### config.mk
export PLATFORM = sky130hd
export DESIGN_NAME = led_mode_ctrl
export DESIGN_NICKNAME = d
export VERILOG_FILES = /design/src/rtl/led_ctrl_pkg.sv /design/src/rtl/led_tick_gen.sv /design/src/rtl/led_mode_ctrl.sv
export SDC_FILE = /design/constraint.sdc
export NUM_CORES = 1
export LEC_CHECK = 0
export BUFFER_PORTS_ARGS = -buffer_cell sky130_fd_sc_hd__buf_2
export CAP_MARGIN = 20
export CORE_MARGIN = 8
export CORE_UTILIZATION = 60
export CTS_BUF_LIST = sky130_fd_sc_hd__clkbuf_16
export DETAILED_ROUTE_END_ITERATION = 7
export PLACE_DENSITY_LB_ADDON = 0.3
export SLEW_MARGIN = 5
export SYNTH_ARGS = -nofsm -noshare
export SYNTH_HDL_FRONTEND = slang
export SYNTH_SLANG_ARGS = --single-unit
### constraint.sdc
create_clock -name clk -period 6.67 [get_ports clk]
set_clock_uncertainty 0.2 [all_clocks]
set_input_delay 0.3335 -clock clk [delete_from_list [all_inputs] [get_ports clk]]
set_output_delay 0.3335 -clock clk [all_outputs]
set_load 0.02 [all_outputs]
### src/rtl/led_ctrl_pkg.sv
// led_ctrl_pkg: shared mode/state encodings and constants for the LED mode controller.
package led_ctrl_pkg;
  typedef enum logic [1:0] {LED_OFF, LED_PASS, LED_CHASE, LED_BLINK} led_mode_e;
  typedef enum logic {CFG_RUN, CFG_APPLY} cfg_state_e;
  localparam logic [3:0] CHASE_INIT = 4'b0001;
endpackage

### src/rtl/led_tick_gen.sv
// led_tick_gen: base-tick prescaler and pattern-step counter.
module led_tick_gen #(
  parameter int TICK_DIV   = 100000,
  parameter int STEP_TICKS = 250
) (
  input  logic clk,
  input  logic aresetn,
  input  logic step_clr,
  output logic tick,
  output logic step
);
  localparam int PW = TICK_DIV > 1 ? $clog2(TICK_DIV) : 1;
  localparam int SW = STEP_TICKS > 1 ? $clog2(STEP_TICKS) : 1;
  localparam logic [PW-1:0] P_MAX = PW'(TICK_DIV - 1);
  localparam logic [SW-1:0] S_MAX = SW'(STEP_TICKS - 1);
  logic [PW-1:0] r_presc;
  logic [SW-1:0] r_step;
  assign tick = r_presc == P_MAX;
  assign step = tick && r_step == S_MAX;
  always_ff @(posedge clk or negedge aresetn)
    if (!aresetn) begin
      r_presc <= '0;
      r_step  <= '0;
    end else begin
      r_presc <= tick ? '0 : r_presc + 1'b1;
      if (step_clr) r_step <= '0;
      else if (tick) r_step <= step ? '0 : r_step + 1'b1;
    end
endmodule

### src/rtl/led_mode_ctrl.sv
// led_mode_ctrl: arbitrates the LED bank between PS GPIO and PL patterns with PWM dimming;
// mode/brightness changes are accepted by handshake and committed on the next base tick.
module led_mode_ctrl
  import led_ctrl_pkg::*;
#(
  parameter int TICK_DIV   = 100000,
  parameter int STEP_TICKS = 250,
  parameter int PWM_BITS   = 4
) (
  input  logic                clk,
  input  logic                aresetn,
  input  logic [3:0]          gpio_leds,
  input  logic                cfg_valid,
  output logic                cfg_ready,
  input  logic [1:0]          cfg_mode,
  input  logic [PWM_BITS-1:0] cfg_brightness,
  output logic [1:0]          mode_o,
  output logic [3:0]          leds_o
);
  cfg_state_e          r_state, w_state_nxt;
  led_mode_e           r_mode, r_pend_mode;
  logic [PWM_BITS-1:0] r_bri, r_pend_bri, r_pwm;
  logic [3:0]          r_chase, r_leds, w_src, w_chase_nxt;
  logic                r_dir, r_phase;
  logic                w_tick, w_step, w_accept, w_commit, w_pwm_on;

  led_tick_gen #(.TICK_DIV(TICK_DIV), .STEP_TICKS(STEP_TICKS)) u_tick (
    .clk(clk), .aresetn(aresetn), .step_clr(w_commit), .tick(w_tick), .step(w_step)
  );

  always_comb begin
    w_accept    = 1'b0;
    w_commit    = 1'b0;
    w_state_nxt = r_state;
    w_accept    = r_state == CFG_RUN && cfg_valid;
    w_commit    = r_state == CFG_APPLY && w_tick;
    w_state_nxt = w_accept ? CFG_APPLY : w_commit ? CFG_RUN : r_state;
  end

  assign cfg_ready   = r_state == CFG_RUN;
  assign mode_o      = r_mode;
  assign leds_o      = r_leds;
  assign w_chase_nxt = r_dir ? r_chase << 1 : r_chase >> 1;
  assign w_pwm_on    = &r_bri || r_pwm < r_bri;
  assign w_src       = r_mode == LED_OFF   ? 4'b0000 :
                       r_mode == LED_PASS  ? gpio_leds :
                       r_mode == LED_CHASE ? r_chase : {4{r_phase}};

  always_ff @(posedge clk or negedge aresetn)
    if (!aresetn) begin
      r_state     <= CFG_RUN;
      r_mode      <= LED_PASS;
      r_pend_mode <= LED_PASS;
      r_bri       <= '1;
      r_pend_bri  <= '1;
      r_pwm       <= '0;
      r_chase     <= CHASE_INIT;
      r_dir       <= 1'b1;
      r_phase     <= 1'b0;
      r_leds      <= '0;
    end else begin
      r_state <= w_state_nxt;
      r_pwm   <= r_pwm + 1'b1;
      r_leds  <= w_pwm_on ? w_src : 4'b0000;
      if (w_accept) begin
        r_pend_mode <= led_mode_e'(cfg_mode);
        r_pend_bri  <= cfg_brightness;
      end
      // a commit restarts both patterns even when the mode is unchanged
      if (w_commit) begin
        r_mode  <= r_pend_mode;
        r_bri   <= r_pend_bri;
        r_chase <= CHASE_INIT;
        r_dir   <= 1'b1;
        r_phase <= 1'b1;
      end else if (w_step) begin
        r_chase <= w_chase_nxt;
        r_dir   <= w_chase_nxt[3] ? 1'b0 : w_chase_nxt[0] ? 1'b1 : r_dir;
        r_phase <= ~r_phase;
      end
    end
endmodule

Yosys cells after proc, flatten, opt, wreduce, memory -nomap -nowiden
Cells that the tools add are included.

word-level totals
  bits in registers = 52
  output and inout bits = 7

operators by class
  add/subtract/negate cells = 3
  magnitude comparators = 1
  eq/ne operators = 4
  mux-type cells = 19
  bitwise logic cells = 2
  reduce and logical (&&, ||, !) cells = 11

operators with widths
  kind                                                 count
  two-way mux 4 bit                                    7
  two-way mux 8 bit                                    3
  adder 17 x 1 -> 17 bit, second input constant        1
  equality test 17 bit, second input constant          1
  two-way mux 17 bit                                   1
  adder 8 x 1 -> 8 bit, second input constant          1
  equality test 8 bit, second input constant           1
  two-way mux 1 bit                                    8
  nonzero test 2 bit                                   3
  adder 4 x 1 -> 4 bit, second input constant          1
  less-than comparator 4 bit                           1
  AND reduction 4 bit                                  1
  logical AND 1 bit                                    3
  nonzero test 3 bit                                   1
  equality test 2 x 1 -> 1 bit, second input constant  1
  equality test 2 bit, second input constant           1
  logical NOT 2 bit                                    1
  inverter 1 bit                                       2
  AND reduction 2 bit                                  1
  logical OR 1 bit                                     1

Logic depth before layout (Yosys ltp)
Gate-level depths: netlist of the first run.

  depth after elaboration = 5
  depth in mapped cells = 6

Modules after synthesis
From an unflattened synthesis of the first run, not the netlist that was laid out.

second synthesis, totals
  cell total of the unflattened synthesis = 225
  area total of the unflattened synthesis = 2523.7 µm²

modules (own cells, without submodules)
  module         times used  cells each  area each (µm²)  seq. area each (µm²)
  led_tick_gen   1           128         1330.0           625.6
  led_mode_ctrl  1           97          1193.6           690.7

Least setup slack after synthesis of the first run
OpenSTA, ideal clock, no wires.

  path kind = reg2reg
  start point = reg u_tick.r_presc[12]
  end point = reg u_tick.r_step[4]
  library setup time = 0.079 ns
  arrival = 2.069 ns
  setup slack = 4.322 ns
  cell stages (with the launch flop) = 6
  cell sequence = dfrtp_1 -> or4b_4 -> or4_1 -> buf_2 -> or3_1 -> mux2i_1

on the way
  cells in the longest elaborated chain, start to end = 5
  elaborated cells between the ends (all ways) = 7

ends and longest elaborated chain
  item                            RTL line            RTL
  start: declaration              led_tick_gen.sv:16  logic [PW-1:0] r_presc;
  start signal: assignment        led_tick_gen.sv:25  r_presc <= tick ? '0 : r_presc + 1'b1;
  equality test 17 bit (*)        led_tick_gen.sv:18  assign tick = r_presc == P_MAX;
  logical AND 1 bit               led_tick_gen.sv:19  assign step = tick && r_step == S_MAX;
  two-way mux 8 bit (2 in a row)  led_tick_gen.sv:27  else if (tick) r_step <= step ? '0 : r_step + 1'b1;
  two-way mux 8 bit               led_tick_gen.sv:26  if (step_clr) r_step <= '0;
  end signal: assignment          led_tick_gen.sv:27
  end: declaration                led_tick_gen.sv:17  logic [SW-1:0] r_step;

Every way passes the cells marked *; elsewhere a longest branch is shown, timed or not. The select of a mux whose other input is x is not followed.
A chain may end at the register's enable or synchronous reset.

Worst setup path after layout of the first run
  start point = reg u_tick.r_presc[5]
  end point = reg u_tick.r_step[6]

The elaborated chain is that of the path after synthesis.

==> results of run 1 <==
## power by group through the flow
stage | Sequential [µW] | Combinational (µW) | Clock (µW)
after global routing | 326 | 17.7 | 256
final | 325 | 15.5 | 236
after global placement | 331 | 15.3 | 0
after floorplan | 330 | 5.26 | 0
after detailed placement | 331 | 15.7 | 0
after CTS | 325 | 16.1 | 242
## metal layers
metal | vias up | wire length (µm)
met3 | 5 | 195
li1 | 823 | -
met5 | - | 0
met2 | 41 | 1887
met4 | 0 | 63
met1 | 790 | 2243
## worst min-delay path by stage
stage / end / slack [ns] / from / depth (start not counted)
floorplan: leds_o[0] / -0.16 / aresetn / 0
global placement: u_tick.r_step[7] / 0.26 / u_tick.r_step[7] / 1
detailed placement: u_tick.r_step[7] / 0.27 / u_tick.r_step[7] / 1
CTS: r_state / 0.07 / cfg_valid / 2
global route: r_state / 0.07 / cfg_valid / 2
finish: r_state / 0.07 / cfg_valid / 2
## synth_stat cells, types with 2 or more instances
| library cell | number | area [µm²] |
|---|---|---|
| mux2i_1 | 6 | 60.06 |
| xor2_1 | 3 | 26.28 |
| nand2_1 | 16 | 60.06 |
| nand4b_1 | 2 | 17.52 |
| a22oi_1 | 4 | 30.03 |
| or3_1 | 3 | 18.77 |
| dfstp_2 | 12 | 315.3 |
| nor2b_1 | 2 | 12.51 |
| a21oi_1 | 9 | 45.04 |
| nor3_1 | 5 | 25.02 |
| o21ai_0 | 12 | 60.06 |
| inv_1 | 13 | 48.80 |
| nand2b_1 | 2 | 12.51 |
| ha_1 | 7 | 87.58 |
| mux2_2 | 15 | 168.9 |
| xnor2_1 | 11 | 96.34 |
| nand3_1 | 7 | 35.03 |
| clkbuf_1 | 4 | 15.01 |
| nor4_1 | 6 | 37.54 |
| nand4_1 | 5 | 31.28 |
| dfrtp_1 | 40 | 1001 |
| buf_2 | 2 | 10.01 |
| nor2_1 | 7 | 26.28 |
| a21o_1 | 5 | 37.54 |
| and3_1 | 2 | 12.51 |
## stage by stage
step | setup WS, ns | total power [µW] | util [%] | instance area (µm²) | hold WS (ns)
2_1_floorplan | 4.322 | 335.5 | - | 2439 | -0.1621
6_report | 4.123 | 577.0 | 69.31 | 2733 | 0.07467
5_1_grt | 3.986 | 599.0 | 69.31 | 2733 | 0.07387
3_5_place_dp | 4.141 | 346.8 | 65.60 | 2586 | 0.2678
3_3_place_gp | 4.208 | 346.2 | 65.60 | 2586 | 0.2578
4_1_cts | 4.129 | 583.1 | 69.31 | 2733 | 0.06977
## registers in the layout, summed over array words and instances, names as in the netlist
signal          flops
r_chase             4
r_pend_mode         2
mode_o              2
r_pwm               4
r_phase             1
r_state             1
leds_o              4
u_tick.r_step       8
r_bri               4
r_dir               1
u_tick.r_presc     17
r_pend_bri          4
## layout make-up
cell class                 count  area, µm²
timing repair buffer          22      120.1
clock buffer                   5      125.1
sequential                    52       1316
tap                           50      62.56
multi-input combinational    146       1049
clock inverter                 3      11.26
fill                         266       1210
inverter                      13      48.80
## logic make-up (layout without fill, tap and decap cells)
kind of cell	count (synthesis)	count (layout)
AOI/OAI and AO/OA	38	38
buffers and inverters	19	43
adders and majority gates	7	7
DFF	52	52
muxes	21	21
and+or+nand+nor	66	66
xor gates and xnor gates	14	14
## timing repair
action                                  CTS  global route
hold buffers                              1             0
endpoints found under the hold margin    40             0
endpoints found under the setup margin    0             0
resized for setup                         0             0
==> results.py, run 1 <==
metrics = {
    "global_routing": {
        "met2_usage_pct": 21.60,
        "gr-total-overflow": 0,
        "gr-max-usage-layer": "met2",
        "antenna_found_initial": 0,
        "grt_max_degree": 53,
        "grt_use_met3_pct": 4.054,
        "track_usage_pct": 15.21,
        "first_global_vias": 1685,
        "grt_pass1_wl_um": 7700,
        "grtUsageMet1_pct": 21.19,
    },
    "critical_path": {
        "crit_path_start_kind": "flip-flop",
        "reg2reg_depth": 4,
        "crit_path_end": "u_tick.r_step[6]",
        "slowest_stage": "or4_1",
        "critPathLaunch": "u_tick.r_presc[5]",
        "crit_buf_inv": 0,
        "cp.depth": 4,
        "critical_path_class": "reg -> reg",
        "path_delay_family": "simple AND/OR/NAND/NOR gates",
        "cp-end-kind": "flip-flop",
        "cp.arrival_ns": 2.58,
        "critPathRequiredTime_ns": 6.70,
        "r2r-end": "u_tick.r_step[6]",
        "cpPeakStageDelay_ns": 0.68,
        "path_max_fanout": 9,
        "r2r_start": "u_tick.r_presc[5]",
        "rrSetupSlack_ns": 4.12,
        "cp_cell_sequence": "or4b_1 -> or4_1 -> o41ai_1 -> a22o_1",
    },
    "cells_and_area": {
        "final_cells": 291,
        "final_cell_mix": "dfrtp_1, buf_2, nand2_1, mux2_2, inv_1",
        "final_common_cell": "dfrtp_1",
        "fin_nets": 260,
        "area_growth_pct": 12.06,
        "drive_above_1_share_pct": 23.65,
        "n_antenna_cell": 0,
    },
    "power": {
        "p_leak_uw": 0.001235,
        "p_int_uw": 465.4,
        "pwr-share-seq_pct": 56.4,
        "combPwrFrac_pct": 2.7,
        "switching_share_pct": 19.35,
        "p_switching_uw": 111.7,
        "ir_drop_mv": 0.1671,
        "clockPowerShare_pct": 40.9,
        "p_per_area_nw_per_um2": 211.2,
    },
    "yosys": {
        "syn_area_um2": 2439,
        "yosys_register_bits": 52,
        "yosys_warnings": 0,
        "seq_area_frac_synth_pct": 53.98,
        "postSynthCellCount": 217,
        "synth_top_flop_cell": "dfrtp_1",
        "synth_edf_count": 0,
        "avgSynthCellArea_um2": 11.24,
        "synth_compound_area_share_pct": 9.800,
        "synth_top_family_by_area": "simple AND/OR/NAND/NOR gates",
        "synth_cell_types": 42,
        "async_flop_share_pct": 100.0,
        "synth.mux.area_fraction_pct": 9.389,
        "synthSimpleGateAreaFrac_pct": 15.19,
        "yosys.area_share.xor_xnor_pct": 5.028,
        "synth_nets": 237,
        "synth-adder-area-share_pct": 3.592,
    },
    "detailed_routing": {
        "drt-pass1-iter-count": 4,
        "avgRoutedWirePerCell_um": 15.08,
        "dr_total_vias": 1659,
        "antenna_left": 0,
        "via_per_inst": 5.701,
        "wl_um": 4389,
        "drc_errors": 0,
        "drt-initial-drc-count": 98,
    },
    "die": {
        "die_x_um": 79.75,
        "initial_core_util_pct": 61.85,
        "fp.dieArea_um2": 6360,
        "io_pins": 20,
        "die_h_um": 79.75,
        "core_um2": 3943,
        "row_count": 23,
    },
    "clock_tree": {
        "cts_setup_buffers": 0,
        "root_buffer": "clkbuf_16",
        "clock_path_buffers": 2,
        "clk_pin_slew_worst_paths_ns": 0.07,
        "cts_num_sinks": 52,
        "cts_tree": "yes",
        "htreeDepth": 2,
        "cts-buffers-inserted": 5,
        "clock_latency_ns": 0.29,
    },
    "sta": {
        "finalSetupViolations": 0,
        "hold_violations": 0,
        "worst_slew_pin_slew_ns": 0.6779,
        "slew_headroom_pct": 54.80,
        "rsz0062_at_grt": "false",
        "fin_setup_tns_ns": 0,
        "period_share_pct": 38.19,
        "min_period_ns": 2.547,
        "fmax_ghz": 0.3926,
        "slew_violations": 0,
    },
    "place": {
        "numPortBuffers": 19,
        "globalplace.congestion": 0.7551,
        "numPlacedInstances": 282,
        "dp_hpwl_um": 3107,
    },
    "hold_path": {
        "hp-class": "in -> reg",
    },
    "status": {
        "outcome": "finished clean",
    },
    "run": {
        "drv_cap": 0,
    },
}
Power figures use the tool's default switching activity.
==> run 2, diff against run 1 <==
Settings changed: CORE_UTILIZATION 60 to 59.
Clock period 6.67 ns to 2.6 ns, I/O delays scaled along.
==> run 2 against run 1 <==
Combinational power grew to 3.3 times the previous value. Via count rose by 5.4%. Setup slack worse by 4.0 ns. Fmax grew 4.2%. Total power grew to 2.7 times the previous value. Final area rose by 5.0%. Clock power grew to 2.9 times the previous value. Critical path depth increased by 1. Hold slack better by 0.053 ns. Non-clock buffer count is 11 higher. Global-route usage is 1.3 points higher.
==> results.py, run 2 (synthesized netlist as in run 1, its figures left out) <==
metrics = {
    "status": {
        "outcome": "finished clean",
    },
    "critical_path": {
        "slowest_stage": "or4b_4",
        "critical_path_class": "reg -> reg",
        "crit_buf_inv": 1,
        "cp-end-kind": "flip-flop",
        "cp_cell_sequence": "or4b_4 -> nor4_1 -> buf_4 -> nand2_1 -> mux2_2",
        "path_max_fanout": 7,
        "cpPeakStageDelay_ns": 0.56,
        "path_delay_family": "simple AND/OR/NAND/NOR gates",
        "cp.arrival_ns": 2.42,
        "critPathRequiredTime_ns": 2.58,
        "crit_path_start_kind": "flip-flop",
    },
    "power": {
        "p_per_area_nw_per_um2": 550.7,
        "switching_share_pct": 19.73,
        "p_int_uw": 1268,
        "p_leak_uw": 0.001294,
        "p_switching_uw": 311.8,
        "combPwrFrac_pct": 3.3,
        "pwr-share-seq_pct": 52.9,
        "finalPower_uw": 1580,
        "ir_drop_mv": 0.3942,
        "clockPowerShare_pct": 43.9,
    },
    "clock_tree": {
        "root_buffer": "clkbuf_16",
        "cts_setup_buffers": 0,
        "clk_pin_slew_worst_paths_ns": 0.07,
        "clock_latency_ns": 0.29,
        "clock_path_buffers": 2,
        "cts-buffers-inserted": 5,
        "htreeDepth": 2,
        "cts_num_sinks": 52,
        "cts_tree": "yes",
    },
    "sta": {
        "hold_violations": 0,
        "period_share_pct": 94.00,
        "slew_headroom_pct": 57.12,
        "finalSetupViolations": 0,
        "fin_setup_tns_ns": 0,
        "worst_slew_pin_slew_ns": 0.6432,
        "rsz0062_at_grt": "false",
        "slew_violations": 0,
        "min_period_ns": 2.444,
        "hold_ws_ns": 0.1276,
        "fmax_ghz": 0.4092,
    },
    "die": {
        "fp.dieArea_um2": 6446,
        "initial_core_util_pct": 60.96,
        "die_h_um": 80.29,
        "die_x_um": 80.29,
        "io_pins": 20,
        "core_um2": 4000,
        "row_count": 23,
    },
    "detailed_routing": {
        "drt-pass1-iter-count": 4,
        "wl_um": 4900,
        "drc_errors": 0,
        "via_per_inst": 5.791,
        "antenna_left": 0,
        "drt-initial-drc-count": 73,
        "dr_total_vias": 1749,
        "avgRoutedWirePerCell_um": 16.23,
    },
    "global_routing": {
        "gr-total-overflow": 0,
        "grt_pass1_wl_um": 8273,
        "grt_use_met3_pct": 4.353,
        "gr-max-usage-layer": "met2",
        "antenna_found_initial": 0,
        "first_global_vias": 1766,
        "grtUsageMet1_pct": 20.79,
        "met2_usage_pct": 26.27,
        "grt_max_degree": 27,
        "track_usage_pct": 16.56,
    },
    "cells_and_area": {
        "fillers": 274,
        "reg_top3": "u_tick.r_presc (17), u_tick.r_step (8)",
        "final_common_cell": "dfrtp_1",
        "post-route-util_pct": 71.72,
        "multi_input_area_um2": 1059,
        "fin_nets": 271,
        "register_area_um2": 1316,
        "drive_above_1_share_pct": 26.19,
        "final_cell_mix": "dfrtp_1, buf_2, nand2_1, mux2_2, inv_1",
        "regMostFlops": "u_tick.r_presc",
        "final_cell_area_um2": 2869,
        "largest_register_ffs": 17,
        "area_growth_pct": 17.65,
        "n_antenna_cell": 0,
    },
    "place": {
        "numPortBuffers": 19,
        "dp_hpwl_um": 3386,
        "globalplace.congestion": 0.8289,
        "placed_area_um2": 2616,
    },
    "hold_path": {
        "hp-class": "in -> reg",
    },
    "run": {
        "drv_cap": 0,
    },
}
[run 2: through the flow]
step | worst slack (ns) | instances
after floorplan | 0.2521 | 217
after global placement | 0.1504 | 286
after detailed placement | 0.08303 | 286
after CTS | 0.04303 | 302
after global routing | 0.03847 | 302
final | 0.1561 | 302
[run 2: tightest hold or removal path, stage by stage]
cell and delay (ns):
buf_2 0.09, inv_1 0.04, o21ai_0 0.09, a22oi_1 0.15, a21oi_1 0.07
[run 2: worst paths after layout]
path                               startpoint               end  slack, ns  cells past startpoint
hold reg to reg                      r_pwm[0]          r_pwm[0]       0.27                      1
min in group asynchronous             aresetn  u_tick.r_step[0]       0.20                      2
max in group asynchronous             aresetn     r_pend_bri[3]       1.31                      3
setup / recovery           u_tick.r_presc[12]         mode_o[1]       0.16                      5
hold / removal                   gpio_leds[3]         leds_o[3]       0.13                      5
setup reg to reg           u_tick.r_presc[12]         mode_o[1]       0.16                      5
[run 2: layout make-up]
type / count / area share [%]
clock inverter: 2 / 0.4361
timing repair buffer: 33 / 7.676
inverter: 13 / 1.701
multi-input combinational: 146 / 36.90
clock buffer: 6 / 5.233
sequential: 52 / 45.88
tap: 50 / 2.181
[run 2: timing repair]
action | in CTS | in global routing
hold endpoints to repair | 25 | 0
hold buffers | 8 | 0
resized for setup | 0 | 2
setup endpoints to repair | 0 | 3
[run 2: routing by layer]
metal,wire (µm),vias to the layer above
met2,2409,49
li1,-,845
met5,0,-
met3,238,9
met4,82,0
met1,2170,846
[run 2: power groups by stage]
stage | clock network (µW) | registers (µW) | logic, µW
after global routing | 740 | 836 | 58.1
after floorplan | 0 | 847 | 13.5
after global placement | 0 | 848 | 41.1
final | 693 | 835 | 51.6
after detailed placement | 0 | 850 | 42.5
after CTS | 711 | 835 | 51.9
==> run 3, diff against run 2 <==
Settings changed: PLACE_DENSITY set to 0.78, PLACE_DENSITY_LB_ADDON 0.3 to unset.
Clock period 2.6 ns to 2.25 ns, I/O delays scaled along.
==> run 3 against run 2 <==
Non-clock buffer count rose by 13. The run now ends with setup timing left. Clock-buffer cell count decreased by 1. Clock power rose by 8.5%. Largest power group unchanged. Die area is the same. Highest routed layer unchanged. Core utilization increased by 2.5 points.
==> results.py, run 3 (synthesized netlist as in run 1, its figures left out) <==
metrics = {
    "place": {
        "numPortBuffers": 19,
        "dp_hpwl_um": 3426,
        "place_ws_ns": -0.04706,
        "globalplace.congestion": 0.7895,
    },
    "sta": {
        "fin_ws_ns": -0.04084,
        "finalSetupViolations": 4,
        "fmax_ghz": 0.4365,
        "worst_slew_pin_slew_ns": 0.6316,
        "hold_violations": 0,
        "rsz0062_at_grt": "true",
        "slew_violations": 0,
        "slew_headroom_pct": 57.81,
        "fin_setup_tns_ns": -0.09493,
        "min_period_ns": 2.291,
        "hold_ws_ns": 0.06150,
        "period_share_pct": 101.8,
    },
    "critical_path": {
        "critPathLaunch": "u_tick.r_presc[13]",
        "r2r-end": "u_tick.r_step[7]",
        "crit_path_start_kind": "flip-flop",
        "cp-end-kind": "flip-flop",
        "rrSetupSlack_ns": -0.04,
        "cp.arrival_ns": 2.30,
        "critical_path_class": "reg -> reg",
        "critPathRequiredTime_ns": 2.26,
        "r2r_start": "u_tick.r_presc[13]",
        "path_max_fanout": 8,
        "reg2reg_depth": 4,
    },
    "cells_and_area": {
        "reg_top3": "u_tick.r_presc (17), u_tick.r_step (8)",
        "drive_above_1_share_pct": 31.32,
        "area_growth_pct": 21.75,
        "fillers": 257,
        "fin_nets": 284,
        "n_antenna_cell": 0,
        "largest_register_ffs": 17,
        "regMostFlops": "u_tick.r_presc",
        "final_common_cell": "dfrtp_1",
        "final_cell_mix": "dfrtp_1, buf_2, buf_4, nand2_1, mux2_2",
    },
    "detailed_routing": {
        "drt-initial-drc-count": 96,
        "drc_errors": 0,
        "antenna_left": 0,
        "dr_total_vias": 1805,
        "avgRoutedWirePerCell_um": 16.17,
        "via_per_inst": 5.730,
        "drt-pass1-iter-count": 4,
        "wl_um": 5094,
    },
    "power": {
        "p_per_area_nw_per_um2": 598.1,
        "switching_share_pct": 21.24,
        "p_switching_uw": 377.2,
        "p_int_uw": 1399,
        "ir_drop_mv": 0.5852,
        "combPwrFrac_pct": 3.3,
        "pwr-share-seq_pct": 54.4,
        "clockPowerShare_pct": 42.4,
        "p_leak_uw": 0.001364,
    },
    "global_routing": {
        "track_usage_pct": 16.96,
        "gr-total-overflow": 0,
        "first_global_vias": 1860,
        "grt_pass1_wl_um": 8535,
        "grt_max_degree": 22,
        "antenna_found_initial": 0,
    },
    "die": {
        "die_x_um": 80.29,
        "core_um2": 4000,
        "row_count": 23,
        "io_pins": 20,
        "die_h_um": 80.29,
        "initial_core_util_pct": 60.96,
        "fp.dieArea_um2": 6446,
    },
    "hold_path": {
        "hold_end": "leds_o[1]",
        "hp-start": "gpio_leds[1]",
        "whs_path_depth": 5,
        "hp-class": "in -> reg",
    },
    "clock_tree": {
        "clk_pin_slew_worst_paths_ns": 0.07,
        "root_buffer": "clkbuf_16",
        "cts-buffers-inserted": 5,
        "clock_path_buffers": 2,
        "htreeDepth": 2,
        "cts_tree": "yes",
        "cts_num_sinks": 52,
        "clock_latency_ns": 0.29,
    },
    "run": {
        "drv_cap": 0,
    },
    "status": {
        "violations": "setup timing",
        "outcome": "finished, violations left",
    },
}
## run 3: worst max path at each step
stage / endpoint / slack [ns] / depth (start not counted)
after floorplan: u_tick.r_step[4] / -0.06 / 5
after global placement: u_tick.r_step[6] / 0.006 / 3
after detailed placement: mode_o[1] / -0.05 / 5
after CTS: u_tick.r_step[7] / -0.05 / 4
after global routing: u_tick.r_step[7] / -0.09 / 4
final: u_tick.r_step[7] / -0.04 / 4
## run 3: cell type report
class / count / area, µm² / area share [%]
Multi-Input combinational cell: 146 / 1081 / 36.41
Tap cell: 50 / 62.56 / 2.107
Clock inverter: 3 / 17.52 / 0.5900
Sequential cell: 52 / 1316 / 44.33
Timing Repair Buffer: 46 / 317.8 / 10.70
Clock buffer: 5 / 125.1 / 4.214
Inverter: 13 / 48.80 / 1.643
## run 3: worst max-delay path, cell delays in order, from the launching register on
cell,delay [ns]
dfrtp_1,0.38
or4b_4,0.55
or4_4,0.61
or3_1,0.33
mux2i_1,0.14
## run 3: what timing repair did
item,CTS,global route
endpoints found under the hold margin,40,0
endpoints found under the setup margin,12,13
buffers inserted,1,3
hold buffers,8,0
resized for setup,2,2
pin swaps,1,2
## run 3: through the flow
stage	util [%]	instances	total power (µW)	instance area [µm²]
2_1_floorplan	-	217	994.6	2467
3_3_place_gp	67.63	295	1028	2705
3_5_place_dp	67.63	295	1030	2705
4_1_cts	73.51	312	1783	2940
5_1_grt	74.23	315	1838	2969
6_report	74.23	315	1776	2969
## run 3: power by group through the flow
stage	registers [µW]	logic, µW	clock network, µW
after CTS	965	58.5	759
after floorplan	979	15.6	0
after global placement	981	46.7	0
after detailed placement	982	47.7	0
after global routing	967	65.4	806
final	966	57.9	752
## run 3: routing by layer
| layer | global-route usage [%] | share of wire, % |
|---|---|---|
| met1 | 19.59 | 44 |
| met2 | 29.43 | 51 |
| met3 | 4.464 | 3.3 |
| met4 | 6.000 | 1.8 |
| met5 | 0 | 0 |
